### src/rtl/edge_cmd_tx_if.sv
// Target-state request channel into edge_cmd_tx. It uses a valid/ready handshake.
interface edge_cmd_tx_if;
  logic       tgt_valid;
  logic [1:0] tgt_state;
  logic       tgt_ready;

  modport master (
    output tgt_valid,
    output tgt_state,
    input  tgt_ready
  );

  modport slave (
    input  tgt_valid,
    input  tgt_state,
    output tgt_ready
  );
endinterface

### src/rtl/edge_cmd_tx.sv
// Edge-count transmitter: emits n=(target-shadow) mod 3 rising pulses on DATA_OUT, then a quiet gap.
// Latency is 1 cycle from acceptance to the first rise. tgt_ready is low from acceptance until the gap ends.
module edge_cmd_tx #(
  parameter int PULSE_HIGH = 4,
  parameter int PULSE_LOW  = 4,
  parameter int GAP        = 16
) (
  input  logic         CLK_IN,
  input  logic         rst,
  edge_cmd_tx_if.slave tgt,
  output logic         DATA_OUT,
  output logic         busy,
  output logic [1:0]   shadow_state,
  output logic         err
);

  localparam int MAX_HL  = (PULSE_HIGH > PULSE_LOW) ? PULSE_HIGH : PULSE_LOW;
  localparam int MAX_PH  = (MAX_HL > GAP) ? MAX_HL : GAP;
  localparam int CW      = (MAX_PH > 1) ? $clog2(MAX_PH) : 1;

  localparam logic [CW-1:0] HIGH_LOAD = CW'(PULSE_HIGH - 1);
  localparam logic [CW-1:0] LOW_LOAD  = CW'(PULSE_LOW - 1);
  localparam logic [CW-1:0] GAP_LOAD  = CW'(GAP - 1);

  typedef enum logic [1:0] {
    S_IDLE = 2'd0,
    S_HIGH = 2'd1,
    S_LOW  = 2'd2,
    S_GAP  = 2'd3
  } state_t;

  state_t        state;
  logic [CW-1:0] phase_cnt;
  logic [1:0]    remaining;
  logic          ready_q;

  logic          accept;
  logic          illegal;
  logic [1:0]    n_edges;
  logic [1:0]    shadow_inc;
  logic [1:0]    rem_dec;

  assign tgt.tgt_ready = ready_q;
  assign accept        = tgt.tgt_valid && ready_q;
  assign illegal       = (tgt.tgt_state == 2'd3);
  assign rem_dec       = remaining - 2'd1;

  // Shadow only ever holds 0..2, so a 2-bit difference plus 3 on underflow gives the mod-3 distance.
  always_comb begin
    n_edges    = 2'd0;
    shadow_inc = 2'd0;
    if (tgt.tgt_state >= shadow_state) begin
      n_edges = tgt.tgt_state - shadow_state;
    end else begin
      n_edges = tgt.tgt_state - shadow_state + 2'd3;
    end
    if (shadow_state != 2'd2) begin
      shadow_inc = shadow_state + 2'd1;
    end
  end

  always_ff @(posedge CLK_IN) begin
    if (rst) begin
      state        <= S_IDLE;
      phase_cnt    <= '0;
      remaining    <= 2'd0;
      ready_q      <= 1'b1;
      busy         <= 1'b0;
      DATA_OUT     <= 1'b0;
      shadow_state <= 2'd0;
      err          <= 1'b0;
    end else begin
      err <= 1'b0;
      case (state)
        S_IDLE: begin
          if (accept) begin
            if (illegal) begin
              err <= 1'b1;
            end else if (n_edges != 2'd0) begin
              // The shadow advances together with the rise the remote FSM will see.
              state        <= S_HIGH;
              phase_cnt    <= HIGH_LOAD;
              remaining    <= n_edges;
              DATA_OUT     <= 1'b1;
              shadow_state <= shadow_inc;
              ready_q      <= 1'b0;
              busy         <= 1'b1;
            end
          end
        end

        S_HIGH: begin
          if (phase_cnt == '0) begin
            state     <= S_LOW;
            phase_cnt <= LOW_LOAD;
            DATA_OUT  <= 1'b0;
          end else begin
            phase_cnt <= phase_cnt - CW'(1);
          end
        end

        S_LOW: begin
          if (phase_cnt == '0) begin
            remaining <= rem_dec;
            if (rem_dec != 2'd0) begin
              state        <= S_HIGH;
              phase_cnt    <= HIGH_LOAD;
              DATA_OUT     <= 1'b1;
              shadow_state <= shadow_inc;
            end else begin
              state     <= S_GAP;
              phase_cnt <= GAP_LOAD;
            end
          end else begin
            phase_cnt <= phase_cnt - CW'(1);
          end
        end

        S_GAP: begin
          if (phase_cnt == '0) begin
            state   <= S_IDLE;
            ready_q <= 1'b1;
            busy    <= 1'b0;
          end else begin
            phase_cnt <= phase_cnt - CW'(1);
          end
        end

        default: begin
          state <= S_IDLE;
        end
      endcase
    end
  end

endmodule

### src/flat_wrapper.sv
// flat-port wrapper written by rule: the top's interface ports become plain ports
module edge_cmd_tx_flat 
#(
  parameter int PULSE_HIGH = 4,
  parameter int PULSE_LOW  = 4,
  parameter int GAP        = 16
)
  (CLK_IN, rst, DATA_OUT, busy, shadow_state, err, tgt_tgt_valid, tgt_tgt_state, tgt_tgt_ready);
  edge_cmd_tx_if tgt_i ();
  input  logic CLK_IN;
  input  logic rst;
  output logic DATA_OUT;
  output logic busy;
  output logic [1:0] shadow_state;
  output logic err;
  input wire logic [$bits(tgt_i.tgt_valid)-1:0] tgt_tgt_valid;
  input wire logic [$bits(tgt_i.tgt_state)-1:0] tgt_tgt_state;
  output wire logic [$bits(tgt_i.tgt_ready)-1:0] tgt_tgt_ready;
  assign tgt_i.tgt_valid = tgt_tgt_valid;
  assign tgt_i.tgt_state = tgt_tgt_state;
  assign tgt_tgt_ready = tgt_i.tgt_ready;
  edge_cmd_tx #(.PULSE_HIGH(PULSE_HIGH), .PULSE_LOW(PULSE_LOW), .GAP(GAP)) u_core (.CLK_IN(CLK_IN), .rst(rst), .tgt(tgt_i), .DATA_OUT(DATA_OUT), .busy(busy), .shadow_state(shadow_state), .err(err));
endmodule
### config.mk
export PLATFORM = sky130hd
export DESIGN_NAME = edge_cmd_tx_flat
export DESIGN_NICKNAME = d
export VERILOG_FILES = /design/src/rtl/edge_cmd_tx_if.sv /design/src/rtl/edge_cmd_tx.sv /design/src/flat_wrapper.sv
export SDC_FILE = /design/constraint.sdc
export NUM_CORES = 1
export LEC_CHECK = 0
export BUFFER_PORTS_ARGS = -buffer_cell sky130_fd_sc_hd__buf_2
export CAP_MARGIN = 20
export CORE_AREA = 10 10 59 56
export DETAILED_ROUTE_END_ITERATION = 10
export DIE_AREA = 0 0 69 66
export PLACE_DENSITY = 0.63
export SYNTH_ARGS = -nofsm -noshare
export SYNTH_HDL_FRONTEND = slang
export SYNTH_SLANG_ARGS = --single-unit
### constraint.sdc
create_clock -name CLK_IN -period 5.2 [get_ports CLK_IN]
set_clock_uncertainty 0.05 [all_clocks]
set_input_delay 0 -clock CLK_IN [delete_from_list [all_inputs] [get_ports CLK_IN]]
set_output_delay 0 -clock CLK_IN [all_outputs]
set_load 0.02 [all_outputs]
# After elaboration in Yosys (flattened, before gate mapping)
# Cells that the tools add are included.
# op_classes
addsub	5
n_lt_le_gt_ge	1
eq_ne	13
mux	43
bitwise_logic	2
n_reduce_logical	15
# ops
cell	n
2-bit two-way mux	18
4-bit two-way mux	7
4-bit case mux with 4 select lines	1
2-bit by 1-bit inequality test with 1-bit output (second input constant)	6
6-bit AND reduction	2
1-bit two-way mux	11
5-bit AND reduction	2
2-bit case mux with 2 select lines	2
2-bit case mux with 4 select lines	1
2-bit nonzero test	4
7-bit AND reduction	1
2-bit equality test (second input constant)	3
2-bit inequality test (second input constant)	3
4-bit logical NOT	1
1-bit case mux with 2 select lines	2
4-bit AND reduction	1
4-bit by 1-bit subtractor with 4-bit output (second input constant)	1
1-bit case mux with 3 select lines	1
3-bit nonzero test	1
3-bit OR reduction	1
2-bit by 1-bit adder with 2-bit output (second input constant)	1
2-bit adder (second input constant)	1
2-bit by 1-bit equality test with 1-bit output (second input constant)	1
2-bit >= comparator	1
other kinds (5)	6
# word_totals
ff_bits	14
in_bits	5
output_inout_bits	6
word_cells	87

# Longest topological paths before layout
# depth
word_depth	8
depth_mapped	8

# Worst setup path after synthesis
# OpenSTA, ideal clock, no wires.
# synth_timing
path_type	flip-flop to flip-flop
from	register u_core.shadow_state[0]
to	register u_core.remaining[0]
setup_ns	0.119
arrival_ns	2.253
required_time_ns	5.031
setup_slack_ns	2.778
stages_incl_launch_ff	7
cell_sequence	dfxtp_1 ha_1 inv_1 fa_1 nor4_1 nor4_1 o221a_1
# synth_via
elab_chain_cells	7
# synth_lines
item	line	rtl
start, declared	edge_cmd_tx.sv:13	output logic [1:0] shadow_state,
start signal, assigned	edge_cmd_tx.sv:85	shadow_state <= shadow_inc;
start signal, assigned	edge_cmd_tx.sv:109	shadow_state <= shadow_inc;
2-bit subtractor	edge_cmd_tx.sv:53, edge_cmd_tx.sv:55	
2-bit adder	edge_cmd_tx.sv:55	n_edges = tgt.tgt_state - shadow_state + 2'd3;
2-bit two-way mux *	edge_cmd_tx.sv:52	if (tgt.tgt_state >= shadow_state) begin
2-bit two-way mux	edge_cmd_tx.sv:79	end else if (n_edges != 2'd0) begin
2-bit two-way mux	edge_cmd_tx.sv:77	if (illegal) begin
2-bit two-way mux	edge_cmd_tx.sv:76	if (accept) begin
2-bit case mux with 2 select lines	edge_cmd_tx.sv:74	case (state)
end signal, assigned	edge_cmd_tx.sv:83	remaining <= n_edges;
end signal, assigned	edge_cmd_tx.sv:104	remaining <= rem_dec;
end, declared	edge_cmd_tx.sv:34	logic [1:0] remaining;
# Every way passes the cells marked *; elsewhere a longest branch is shown, timed or not. The select of a mux whose other input is x is not followed.
# A chain may end at the register's enable or synchronous reset.

# Worst setup path after layout
# layout_timing
from	register u_core.shadow_state[0]
to	register u_core.phase_cnt[3]
# layout_via
elab_chain_cells	6
# layout_lines
item	line	rtl
2-bit subtractor	edge_cmd_tx.sv:53, edge_cmd_tx.sv:55	
2-bit adder	edge_cmd_tx.sv:55	
2-bit two-way mux *	edge_cmd_tx.sv:52	
2-bit nonzero test *	edge_cmd_tx.sv:79	
2-bit by 1-bit inequality test with 1-bit output (no source line) *	-	
4-bit AND reduction (no source line) *	-	
end signal, assigned	edge_cmd_tx.sv:98	phase_cnt <= phase_cnt - CW'(1);
end signal, assigned	edge_cmd_tx.sv:115	phase_cnt <= phase_cnt - CW'(1);
end signal, assigned	edge_cmd_tx.sv:125	phase_cnt <= phase_cnt - CW'(1);
end, declared	edge_cmd_tx.sv:33	logic [CW-1:0] phase_cnt;
# Every way passes the cells marked *; elsewhere a longest branch is shown, timed or not.

==> run_summary.xml <==
<?xml version="1.0" encoding="UTF-8"?>
<metrics>
  <group name="run_status">
    <metric name="outcome" unit="">complete, no violations</metric>
  </group>
  <group name="floorplan">
    <metric name="initial_utilization" unit="%">43.2</metric>
    <metric name="ioPinCount" unit="">11</metric>
    <metric name="die_w" unit="µm">69</metric>
    <metric name="design.core.area" unit="µm²">2120</metric>
    <metric name="std_cell_rows" unit="">16</metric>
    <metric name="die-area" unit="µm²">4550</metric>
    <metric name="die-height" unit="µm">66</metric>
  </group>
  <group name="worst_setup_path">
    <metric name="depth_of_the_worst_register_to_register_path" unit="">6</metric>
    <metric name="cp.required" unit="ns">5.31</metric>
    <metric name="cp-end-kind" unit="">register</metric>
    <metric name="cp-startpoint" unit="">u_core.shadow_state[0]$_SDFFE_PP0P_</metric>
    <metric name="critical_path.endpoint" unit="">u_core.phase_cnt[3]$_SDFFE_PP0P_</metric>
    <metric name="worstPathMaxFanout" unit="">6</metric>
    <metric name="reg2reg_setup_slack" unit="ns">2.72</metric>
    <metric name="critical-path-max-stage-delay" unit="ns">0.84</metric>
    <metric name="worst-setup-path-type" unit="">register to register</metric>
    <metric name="r2r_end" unit="">u_core.phase_cnt[3]$_SDFFE_PP0P_</metric>
    <metric name="worstReg2RegStart" unit="">u_core.shadow_state[0]$_SDFFE_PP0P_</metric>
    <metric name="worstPathArrival" unit="ns">2.59</metric>
    <metric name="cp_slowest_cell" unit="">nor4_1</metric>
    <metric name="start_kind" unit="">register</metric>
    <metric name="worstPathCellList" unit="">ha_1, inv_1, fa_1, nor4_1, or3_1, o32ai_1</metric>
  </group>
  <group name="timing">
    <metric name="finalCritPeriodShare" unit="%">47.7</metric>
    <metric name="clock.fmax" unit="GHz">0.404</metric>
    <metric name="tightest_slew" unit="ns">1.10</metric>
    <metric name="timing_hold_violations_final" unit="">0</metric>
    <metric name="slew_headroom" unit="%">26.1</metric>
    <metric name="finalMaxSlewViolations" unit="">0</metric>
    <metric name="finalCriticalPeriod" unit="ns">2.48</metric>
    <metric name="finalHoldWorstSlack" unit="ns">0.304</metric>
    <metric name="final-setup-viol-count" unit="">0</metric>
    <metric name="setup_repair_after_global_routing_missed_its_margin" unit="">false</metric>
    <metric name="finalWorstSetupSlack" unit="ns">2.72</metric>
    <metric name="setup_total_neg_slack" unit="ns">0</metric>
  </group>
  <group name="hold_path">
    <metric name="min_path_type" unit="">primary input to register</metric>
  </group>
  <group name="logic_synthesis">
    <metric name="compound_gate_fraction_of_synth_area" unit="%">26.7</metric>
    <metric name="syn_area_per_cell" unit="µm²">8.26</metric>
    <metric name="syn_nets" unit="">122</metric>
    <metric name="synthAdderAreaFrac" unit="%">10.2</metric>
    <metric name="ys_warn_count" unit="">0</metric>
    <metric name="seq_area_frac_synth" unit="%">30.6</metric>
    <metric name="synth_area_leaders" unit="">dfxtp_1 31%, ha_1 6.8%, o31ai_1 4.9%</metric>
    <metric name="synth_area_leader_cell" unit="">dfxtp_1</metric>
    <metric name="ys_types" unit="">41</metric>
    <metric name="synth_top_cell_area_share" unit="%">30.6</metric>
    <metric name="number_of_synthesized_flops_with_an_enable_pin" unit="">0</metric>
    <metric name="synth_top_family_by_area" unit="">compound AO/OA/AOI/OAI gates</metric>
    <metric name="synth_async_sr_flop_share" unit="%">0</metric>
    <metric name="fraction_of_the_mapped_netlist_area_in_simple_logic_gates" unit="%">24.4</metric>
    <metric name="flip_flop_cell_with_the_highest_count_after_synthesis" unit="">dfxtp_1</metric>
    <metric name="post_synth_mux_area_share" unit="%">0</metric>
    <metric name="synth_xor_area_share" unit="%">0.955</metric>
    <metric name="ys_ff_latch" unit="">14</metric>
    <metric name="synth.cell_area" unit="µm²">917</metric>
    <metric name="syn-instance-count" unit="">111</metric>
  </group>
  <group name="clocking">
    <metric name="cts_buffers" unit="">3</metric>
    <metric name="path_clk_slew" unit="ns">0.10</metric>
    <metric name="tritoncts" unit="">yes</metric>
    <metric name="cts-htree-levels" unit="">1</metric>
    <metric name="clock_latency" unit="ns">0.29</metric>
    <metric name="cts_root_buf" unit="">clkbuf_4</metric>
    <metric name="cts_buffer_depth" unit="">2</metric>
    <metric name="clock-sinks" unit="">14</metric>
  </group>
  <group name="placement">
    <metric name="place.port_buffers" unit="">10</metric>
    <metric name="place_inst" unit="">142</metric>
    <metric name="detailed_place_hpwl" unit="mm">1.55</metric>
    <metric name="gpl.final_weighted_congestion" unit="">0.824</metric>
    <metric name="pre_cts_slack" unit="ns">2.53</metric>
  </group>
  <group name="routing">
    <metric name="dr.pass1.iters" unit="">4</metric>
    <metric name="detail_route_antenna_nets" unit="">0</metric>
    <metric name="viasPerCell" unit="">5.76</metric>
    <metric name="num_vias" unit="">864</metric>
    <metric name="remaining_drc_errors" unit="">0</metric>
    <metric name="detailedRoute.firstIterationViolations" unit="">41</metric>
    <metric name="post_drt_wl_per_cell" unit="µm">14.0</metric>
    <metric name="post_route_wl" unit="mm">2.10</metric>
  </group>
  <group name="global_routing">
    <metric name="grt_antenna_before_repair" unit="">0</metric>
    <metric name="first_global_vias" unit="">836</metric>
    <metric name="grt_start_max_net_pins" unit="">14</metric>
    <metric name="grt_overflow" unit="">0</metric>
    <metric name="groute.usage.overall" unit="%">9.68</metric>
    <metric name="grt_first_pass_wirelength" unit="mm">3.74</metric>
  </group>
  <group name="power">
    <metric name="combinationalPowerShare" unit="%">57.1</metric>
    <metric name="sw_frac_of_total" unit="%">46.9</metric>
    <metric name="power_report.internal_total" unit="mW">0.335</metric>
    <metric name="net-switching-power" unit="mW">0.296</metric>
    <metric name="power" unit="mW">0.631</metric>
    <metric name="max-vdd-ir-drop" unit="V">0.000255</metric>
    <metric name="cell_area_power_density" unit="nW/µm²">602</metric>
    <metric name="p_leak" unit="nW">0.433</metric>
    <metric name="power.share.sequential" unit="%">29.7</metric>
    <metric name="pwr-share-clk" unit="%">13.2</metric>
  </group>
  <group name="final_layout">
    <metric name="antenna_cells" unit="">0</metric>
    <metric name="stdcell_count" unit="">150</metric>
    <metric name="area_growth" unit="%">14.3</metric>
    <metric name="nets" unit="">135</metric>
    <metric name="layout-drive-gt1-share" unit="%">17.1</metric>
  </group>
  <group name="run">
    <metric name="timing.max_cap.violations" unit="">0</metric>
  </group>
</metrics>
area by class of cell:
cell class,instances,area (µm²)
fill,226,1070
multi-input combinational,80,572
sequential,14,280
timing repair buffer,14,85.1
inverter,11,41.3
clock buffer,4,36.3
tap,27,33.8
critical path, delay by kind of cell, from the launching register on:
family | cells | cell delay (ns)
simple gates | 2 | 1.11
buf+inv | 1 | 0.05
fa+ha+maj | 2 | 0.65
compound gates | 1 | 0.10
flops | 1 | 0.39
state kept, by name, indices dropped and copies added (netlist names):
| register | count |
|---|---|
| u_core.tgt.tgt_ready | 1 |
| u_core.state | 2 |
| u_core.shadow_state | 2 |
| u_core.busy | 1 |
| u_core.err | 1 |
| u_core.remaining | 2 |
| u_core.DATA_OUT | 1 |
| u_core.phase_cnt | 4 |
power groups by stage:
| stage | clock [mW] | combinational (mW) | sequential [mW] |
|---|---|---|---|
| CTS | 0.0862 | 0.356 | 0.187 |
| global placement | 0 | 0.350 | 0.187 |
| detailed placement | 0 | 0.353 | 0.190 |
| finish | 0.0833 | 0.360 | 0.187 |
| global route | 0.0922 | 0.404 | 0.194 |
| floorplan | 0 | 0.275 | 0.193 |
layout by cell type (no fill, tap or decap), types with 4 or more instances in the layout:
cell     synthesis  layout
buf_2            1      10
dfxtp_1         14      14
ha_1             5       5
nor4_1           4       4
nand2_1          8       8
a21oi_1          5       5
nor2_1           8       8
inv_1           11      11
o31ai_1          6       6
timing repair:
| item | in CTS | in global routing |
|---|---|---|
| hold buffers | 3 | 0 |
| buffers inserted | 0 | 0 |
| resized for setup | 0 | 0 |
| hold endpoints to repair | 3 | 0 |
| setup endpoints to repair | 0 | 0 |
cells by family after synthesis:
family                   after synthesis
XOR/XNOR                               1
flip-flops                            14
AND/OR/NAND/NOR                       40
adder cells (fa/ha/maj)                7
buffers and inverters                 17
AO/OA/AOI/OAI                         32
worst min path at each step:
stage	from	to	slack (ns)	cells past startpoint
global route	tgt_tgt_state[0]	u_core.DATA_OUT$_SDFFE_PP0P_	0.32	5
detailed placement	tgt_tgt_valid	u_core.err$_SDFF_PP0_	0.21	3
floorplan	rst	u_core.remaining[1]$_SDFFE_PP0P_	0.05	1
global placement	tgt_tgt_valid	u_core.err$_SDFF_PP0_	0.20	3
CTS	tgt_tgt_state[0]	u_core.shadow_state[1]$_SDFFE_PP0P_	0.28	5
finish	tgt_tgt_state[0]	u_core.shadow_state[1]$_SDFFE_PP0P_	0.30	5
Yosys cell counts, types with 2 or more instances:
library cell	n
a31oi_1	3
nor2_1	8
a22oi_1	2
nor2b_1	3
a2111oi_0	2
a21oi_1	5
nand4_1	2
ha_1	5
nand3_1	2
and3_1	2
o31ai_1	6
nand2_1	8
clkbuf_1	5
or3_1	2
o21ai_0	3
dfxtp_1	14
inv_1	11
nor4_1	4
o32ai_1	2
per-layer routing:
| layer | vias up | track usage (%) | share of wire, % |
|---|---|---|---|
| li1 | 439 | - | - |
| met1 | 396 | 11.7 | 48 |
| met2 | 27 | 15.2 | 45 |
| met3 | 2 | 3.75 | 6.2 |
| met4 | 0 | 3.52 | 0.91 |
| met5 | - | 0 | 0 |
per-stage QoR:
stage | instance area [µm²] | utilization (%)
floorplan | 917 | -
global placement | 977 | 46.0
detailed placement | 977 | 46.0
CTS | 1040 | 49.2
global route | 1050 | 49.4
finish | 1050 | 49.4
Note: power is estimated with default switching activity, not from simulation.
